`src/rtl/lsu_mem_port.sv`:
```
//------------------------------------------------------------------------------
// Module  : lsu_mem_port
// Brief   : Load/store front-end driving a byte-addressed data-memory port.
//           LSU_MISALIGN_SPLIT_EN splits misaligned accesses into byte beats;
//           when it is undefined, misaligned requests are flagged instead.
// Revision: 1.0 - initial release
//------------------------------------------------------------------------------
`default_nettype none

module lsu_mem_port (
  input  logic        clk,
  input  logic        rst,
  input  logic        i_req_valid,
  output logic        o_req_ready,
  input  logic        i_req_we,
  input  logic [1:0]  i_req_size,
  input  logic        i_req_unsigned,
  input  logic [31:0] i_req_addr,
  input  logic [31:0] i_req_wdata,
  output logic        o_rsp_valid,
  output logic [31:0] o_rsp_rdata,
  output logic        o_rsp_misaligned,
  output logic [31:0] o_mem_addr,
  output logic [31:0] o_mem_write_data,
  output logic [1:0]  o_mem_data_mask,
  output logic        o_mem_write_en,
  output logic        o_mem_read_en,
  input  logic [31:0] i_mem_read_data
);

  localparam logic [1:0] MEM_MASK_BYTE = 2'b01;
  localparam logic [1:0] MEM_MASK_HALF = 2'b10;
  localparam logic [1:0] MEM_MASK_WORD = 2'b11;

  typedef enum logic [1:0] {
    S_IDLE   = 2'd0,
    S_ACCESS = 2'd1,
    S_RESP   = 2'd2
  } state_t;

  state_t      r_state;
  state_t      w_state_nxt;
  logic        r_we;
  logic [1:0]  r_size;
  logic        r_unsigned;
  logic [31:0] r_addr;
  logic [31:0] r_wdata;
  logic [31:0] r_asm;
  logic        w_fire;
  logic        w_req_misal;
  logic        w_last;
  logic        w_rsp_mis;
  logic [31:0] w_rdata_ext;

  assign w_fire      = i_req_valid && o_req_ready;
  assign w_req_misal = ((i_req_size == MEM_MASK_HALF) && i_req_addr[0]) ||
                       ((i_req_size == MEM_MASK_WORD) && (i_req_addr[1:0] != 2'b00));

`ifdef LSU_MISALIGN_SPLIT_EN
  logic       r_split;
  logic [1:0] r_beat;
  logic [1:0] w_beat_max;

  assign w_beat_max = (r_size == MEM_MASK_HALF) ? 2'd1 : 2'd3;
  assign w_last     = !r_split || (r_beat == w_beat_max);
  assign w_rsp_mis  = 1'b0;
`else
  logic r_misal;

  assign w_last    = 1'b1;
  assign w_rsp_mis = r_misal;
`endif

  always_ff @(posedge clk) begin
    if (rst) begin
      r_state <= S_IDLE;
    end else begin
      r_state <= w_state_nxt;
    end
  end

  always_comb begin
    w_state_nxt      = r_state;
    o_req_ready      = 1'b0;
    o_rsp_valid      = 1'b0;
    o_rsp_rdata      = 32'd0;
    o_rsp_misaligned = 1'b0;
    o_mem_addr       = 32'd0;
    o_mem_write_data = 32'd0;
    o_mem_data_mask  = 2'b00;
    o_mem_write_en   = 1'b0;
    o_mem_read_en    = 1'b0;
    case (r_state)
      S_IDLE: begin
        o_req_ready = !rst;
        if (w_fire) begin
          if (i_req_size == 2'b00) begin
            w_state_nxt = S_RESP;
          end else if (w_req_misal) begin
`ifdef LSU_MISALIGN_SPLIT_EN
            w_state_nxt = S_ACCESS;
`else
            w_state_nxt = S_RESP;
`endif
          end else begin
            w_state_nxt = S_ACCESS;
          end
        end
      end
      S_ACCESS: begin
        o_mem_addr       = r_addr;
        o_mem_write_data = r_wdata;
        o_mem_data_mask  = r_size;
        o_mem_write_en   = r_we;
        o_mem_read_en    = !r_we;
`ifdef LSU_MISALIGN_SPLIT_EN
        if (r_split) begin
          // Address arithmetic wraps naturally at 2^32.
          o_mem_addr       = r_addr + {30'd0, r_beat};
          o_mem_write_data = {24'd0, r_wdata[{r_beat, 3'b000} +: 8]};
          o_mem_data_mask  = MEM_MASK_BYTE;
        end
`endif
        if (w_last) begin
          w_state_nxt = S_RESP;
        end
      end
      S_RESP: begin
        o_rsp_valid      = 1'b1;
        o_rsp_rdata      = w_rdata_ext;
        o_rsp_misaligned = w_rsp_mis;
        w_state_nxt      = S_IDLE;
      end
      default: w_state_nxt = S_IDLE;
    endcase
  end

  always_comb begin
    w_rdata_ext = 32'd0;
    if (!r_we && !w_rsp_mis) begin
      case (r_size)
        MEM_MASK_BYTE: w_rdata_ext = {{24{!r_unsigned && r_asm[7]}}, r_asm[7:0]};
        MEM_MASK_HALF: w_rdata_ext = {{16{!r_unsigned && r_asm[15]}}, r_asm[15:0]};
        MEM_MASK_WORD: w_rdata_ext = r_asm;
        default:       w_rdata_ext = 32'd0;
      endcase
    end
  end

  always_ff @(posedge clk) begin
    if (rst) begin
      r_we       <= 1'b0;
      r_size     <= 2'b00;
      r_unsigned <= 1'b0;
      r_addr     <= 32'd0;
      r_wdata    <= 32'd0;
      r_asm      <= 32'd0;
`ifdef LSU_MISALIGN_SPLIT_EN
      r_split    <= 1'b0;
      r_beat     <= 2'd0;
`else
      r_misal    <= 1'b0;
`endif
    end else if (w_fire) begin
      r_we       <= i_req_we;
      r_size     <= i_req_size;
      r_unsigned <= i_req_unsigned;
      r_addr     <= i_req_addr;
      r_wdata    <= i_req_wdata;
      r_asm      <= 32'd0;
`ifdef LSU_MISALIGN_SPLIT_EN
      r_split    <= w_req_misal;
      r_beat     <= 2'd0;
`else
      r_misal    <= w_req_misal;
`endif
    end else if (r_state == S_ACCESS) begin
`ifdef LSU_MISALIGN_SPLIT_EN
      if (r_split) begin
        if (!r_we) begin
          r_asm[{r_beat, 3'b000} +: 8] <= i_mem_read_data[7:0];
        end
        r_beat <= r_beat + 2'd1;
      end else if (!r_we) begin
        r_asm <= i_mem_read_data;
      end
`else
      if (!r_we) begin
        r_asm <= i_mem_read_data;
      end
`endif
    end
  end

endmodule

`default_nettype wire
```
`config.mk`:
```
export PLATFORM = sky130hd
export DESIGN_NAME = lsu_mem_port
export DESIGN_NICKNAME = d
export VERILOG_FILES = /design/src/rtl/lsu_mem_port.sv
export SDC_FILE = /design/constraint.sdc
export NUM_CORES = 1
export LEC_CHECK = 0
export BUFFER_PORTS_ARGS = -buffer_cell sky130_fd_sc_hd__buf_2
export CAP_MARGIN = 20
export CORE_ASPECT_RATIO = 0.5
export CORE_UTILIZATION = 48
export CTS_BUF_LIST = sky130_fd_sc_hd__clkbuf_8
export DETAILED_ROUTE_END_ITERATION = 8
export GPL_TIMING_DRIVEN = 1
export PLACE_DENSITY_LB_ADDON = 0.1
export SLEW_MARGIN = 15
export SYNTH_ARGS = -nofsm -noshare
export SYNTH_HDL_FRONTEND = slang
export SYNTH_SLANG_ARGS = --single-unit
```
`constraint.sdc`:
```
create_clock -name clk -period 1.9 [get_ports clk]
set_input_delay 0.38 -clock clk [delete_from_list [all_inputs] [get_ports clk]]
set_output_delay 0.38 -clock clk [all_outputs]
set_load 0.03 [all_outputs]
```
### Yosys cells after proc, flatten, opt, wreduce, memory -nomap -nowiden

Cells that the tools add are included.

* mux-type cells: 15
* bitwise gates (word level): 1
* reductions and logical operators: 16
* eq/ne operators: 8

Operators by type and width (number)
* 2-to-1 mux 32 bit: 4
* one-hot mux 32 bit (3 select lines): 1
* equality test 2 bit, second input constant: 5
* 2-to-1 mux 2 bit: 4
* logical AND 1 bit: 6
* 2-to-1 mux 1 bit: 5
* equality test 2 x 1 -> 1 bit, second input constant: 2
* zero test 1 bit: 4
* zero test 2 bit: 2
* one-hot mux 2 bit (2 select lines): 1
* inequality test 2 bit, second input constant: 1
* AND reduction 2 bit: 1
* nonzero test 2 bit: 1
* OR reduction 2 bit: 1
* logical OR 1 bit: 1
* inverter 1 bit: 1

* logic and storage cells: 48
* bits in registers: 103
* output and inout port bits: 103
* bits of input ports: 103

### Depth between registers and ports, before layout

* word-level depth: 7
* mapped depth: 6

### Worst setup path before layout

OpenSTA, ideal clock, no wires.

* path kind: register to output
* start point: reg r_state[0]
* end point: out o_rsp_rdata[10]
* slack: -0.094 ns
* data arrival time: 1.614 ns
* cell stages (with the launch flop): 5
* data required time: 1.520 ns
* path through: dfxtp_1 > nand2b_1 > or4_1 > buf_6 > a21oi_1

* longest elaborated chain between the ends: 2

Ends and longest elaborated chain
* start: declaration: line 41 `state_t r_state;`
* start signal: assignment: line 78 `r_state <= w_state_nxt;`
* equality test 2 bit: line 93 `case (r_state)`
* 2-to-1 mux 32 bit: line 93
* end: declaration: line 21 `output logic [31:0] o_rsp_rdata,`

Every way passes these cells.

### Worst setup path in the final report

* start point: reg r_state[0]
* end point: out o_rsp_rdata[20]

Same word-level chain as after synthesis.

==> flow_metrics.py <==
metrics = {
    "timing": {
        "finalClockSkew_ns": 0.00682,
        "rsz0062_at_grt": "true",
        "holdWs_ns": 0.233,
        "period_needed_ns": 2.28,
        "drv_slew": 0,
        "slew-limit-headroom_pct": 69.3,
        "fmax_mhz": 438,
        "finalCritPeriodShare_pct": 120,
        "setup_viol": 99,
        "worst_slew_pin_slew_ns": 0.461,
        "fin_ws_ns": -0.382,
        "hold_viol": 0,
    },
    "finish": {
        "final_cell_area_mm2": 0.00709,
        "area.sequential_mm2": 0.00206,
        "num-fill-cells": 588,
        "num_antenna_cells": 0,
        "drive_gt1_share_pct": 38.1,
        "nets": 906,
        "multi_input_area_mm2": 0.00246,
        "syn2layout_area_growth_pct": 58.2,
        "fin_util_pct": 79.8,
    },
    "cts": {
        "clockBufferDepth": 2,
        "cts-root-buf": "clkbuf_8",
        "clk_latency_ns": 0.37,
        "path_clk_slew_ns": 0.10,
        "tritoncts": "yes",
        "cts_max_level": 3,
        "numCtsBuffers": 9,
        "clock-sinks": 103,
    },
    "hold_path": {
        "min_path_type": "in -> reg",
    },
    "critical_path": {
        "worstSetupStartpointType": "flip-flop",
        "path_max_fanout": 6,
        "ff2ff_setup_slack_ns": 0.14,
        "endpoint_kind": "primary output",
        "critPathKind": "reg -> out",
        "arrival_ns": 1.90,
        "cp_data_required_time_ns": 1.52,
    },
    "route": {
        "routed_wl_mm": 13.2,
        "wl_per_cell_um": 14.3,
        "drc": 12,
        "drt-pass1-iter-count": 8,
        "ant_nets": 0,
        "vias_per_cell": 4.99,
        "first_iter_violations": 255,
        "vias": 4612,
    },
    "floorplanning": {
        "dieWidth_um": 139,
        "rows": 24,
        "die_h_um": 70.3,
        "start_util_pct": 50.4,
        "dieArea_mm2": 0.00975,
        "ios": 206,
        "core_area_mm2": 0.00889,
    },
    "global_route": {
        "grt_pass1_wl_mm": 20.5,
        "overflow": 0,
        "grt_pass1_vias": 4276,
        "grt_max_degree": 45,
        "antenna_found_initial": 0,
        "grt_use_total_pct": 26.3,
    },
    "logic_synthesis": {
        "synth_area_mm2": 0.00448,
        "ys_seq_elements": 103,
        "avgSynthCellArea_um2": 7.46,
        "synthCells": 601,
        "syn_nets": 704,
        "yosysWarnings": 0,
        "synth.yosys.seq_area_share_pct": 46.0,
        "ys_types": 26,
    },
    "run_status": {
        "failed_checks": "DRC, setup timing",
        "status": "complete, but fails checks",
    },
    "pwr": {
        "powerDensity_mw_per_mm2": 655,
        "leakagePower_nw": 2.88,
        "max-vdd-ir-drop_mv": 0.486,
    },
    "place": {
        "portBuffers": 205,
        "hpwlAfterDp_mm": 7.99,
        "dpl-instance-area_mm2": 0.00587,
        "place_congestion": 0.730,
        "pre_cts_slack_ns": -0.197,
    },
    "run": {
        "max-cap-violations": 0,
    },
}
==> cells in the mapped netlist, drive strengths merged <==
cell type,instances,area [um^2]
nand4bb,1,11.3
dfxtp,103,2060
clkbuf,25,93.8
nor2b,1,6.26
nand2b,1,6.26
or4b,1,10.0
nor2,3,11.3
o31a,1,8.76
o21ai,1,5.00
buf,23,151
and2,78,488
or4,1,7.51
nor4,1,6.26
nor3,1,5.00
nor4b,1,15.0
a21o,2,15.0
nand3,2,10.0
inv,3,11.3
a21oi,125,701
or3b,1,8.76
nand2,226,848
==> path summary, 6_finish.rpt <==
kind	from	endpoint	depth (start not counted)
max	r_state[0]	o_rsp_rdata[20]	5
min	i_req_addr[3]	r_addr[3]	3
max reg2reg	r_state[1]	r_addr[18]	5
min reg2reg	r_wdata[16]	r_wdata[16]	2
==> power breakdown <==
part	switching [mW]	leakage [nW]	internal (mW)
Combinational	0.337	1.91	0.269
Sequential	0.0419	0.838	2.25
Clock	0.746	0.131	1.00
==> per-stage QoR <==
stage | power (mW) | instances | TNS, ns
finish | 4.64 | 925 | -14.57
global route | 4.81 | 925 | -21.29
CTS | 4.65 | 922 | -20.12
detailed placement | 2.86 | 900 | -3.58
global placement | 2.85 | 900 | -2.32
floorplan | 2.63 | 601 | -0.445
==> placed cells by master (no fill, tap or decap), drive strengths merged <==
cell      Yosys  routed
buf          23     237
inv           3       4
or4           1       1
dfxtp       103     103
nor3          1       1
nor2          3       3
o21ai         1       1
o31a          1       1
a21oi       125     125
nor2b         1       1
and2         78      78
clkinvlp      0       1
clkbuf       25      11
or4b          1       1
or3b          1       1
nor4          1       1
a21o          2       2
nor4b         1       1
nand3         2       2
nand4bb       1       1
bufinv        0       4
nand2b        1       1
clkinv        0       1
nand2       226     226
==> repair_timing <==
item	4_1_cts	5_1_grt
setup endpoints to repair	100	100
cloned	4	2
pin swaps	1	8
hold endpoints to repair	0	0
setup buffers	2	1
resized for setup	174	69
hold buffers	0	0
==> cell families (layout without fill, tap and decap cells) <==
kind of cell,Yosys count,count (layout),share of synthesized area (%)
AND/OR/NAND/NOR,318,318,32.0
AO/OA/AOI/OAI,129,129,16.3
flip-flops,103,103,46.0
buffers and inverters,51,258,5.72
==> state kept, by name (all words and copies together), names as in the netlist <==
signal / flops
r_addr: 32
r_asm: 32
r_misal: 1
r_size: 2
r_state: 2
r_unsigned: 1
r_wdata: 32
r_we: 1
==> final cells by class <==
| type | count | share of cell area [%] |
|---|---|---|
| clock buffer | 9 | 1.75 |
| clock inverter | 7 | 1.92 |
| inverter | 3 | 0.194 |
| multi-input combinational | 447 | 34.7 |
| sequential | 103 | 29.1 |
| tap | 117 | 2.06 |
| timing repair buffer | 239 | 30.3 |
==> per-layer routing <==
metal,GRT usage (%),vias to the layer above,share of wire (%)
li1,-,2317,-
met1,32.3,2142,43
met2,45.6,134,49
met3,7.68,19,6.9
met4,6.79,0,1.2
met5,0,-,0
==> worst max-delay path, stage by stage (launching register included) <==
cell,delay (ns)
dfxtp_2,0.33
nand2b_4,0.13
or4_4,0.59
buf_16,0.20
a21oi_4,0.13
buf_6,0.15
(Power assumes the default switching activity.)
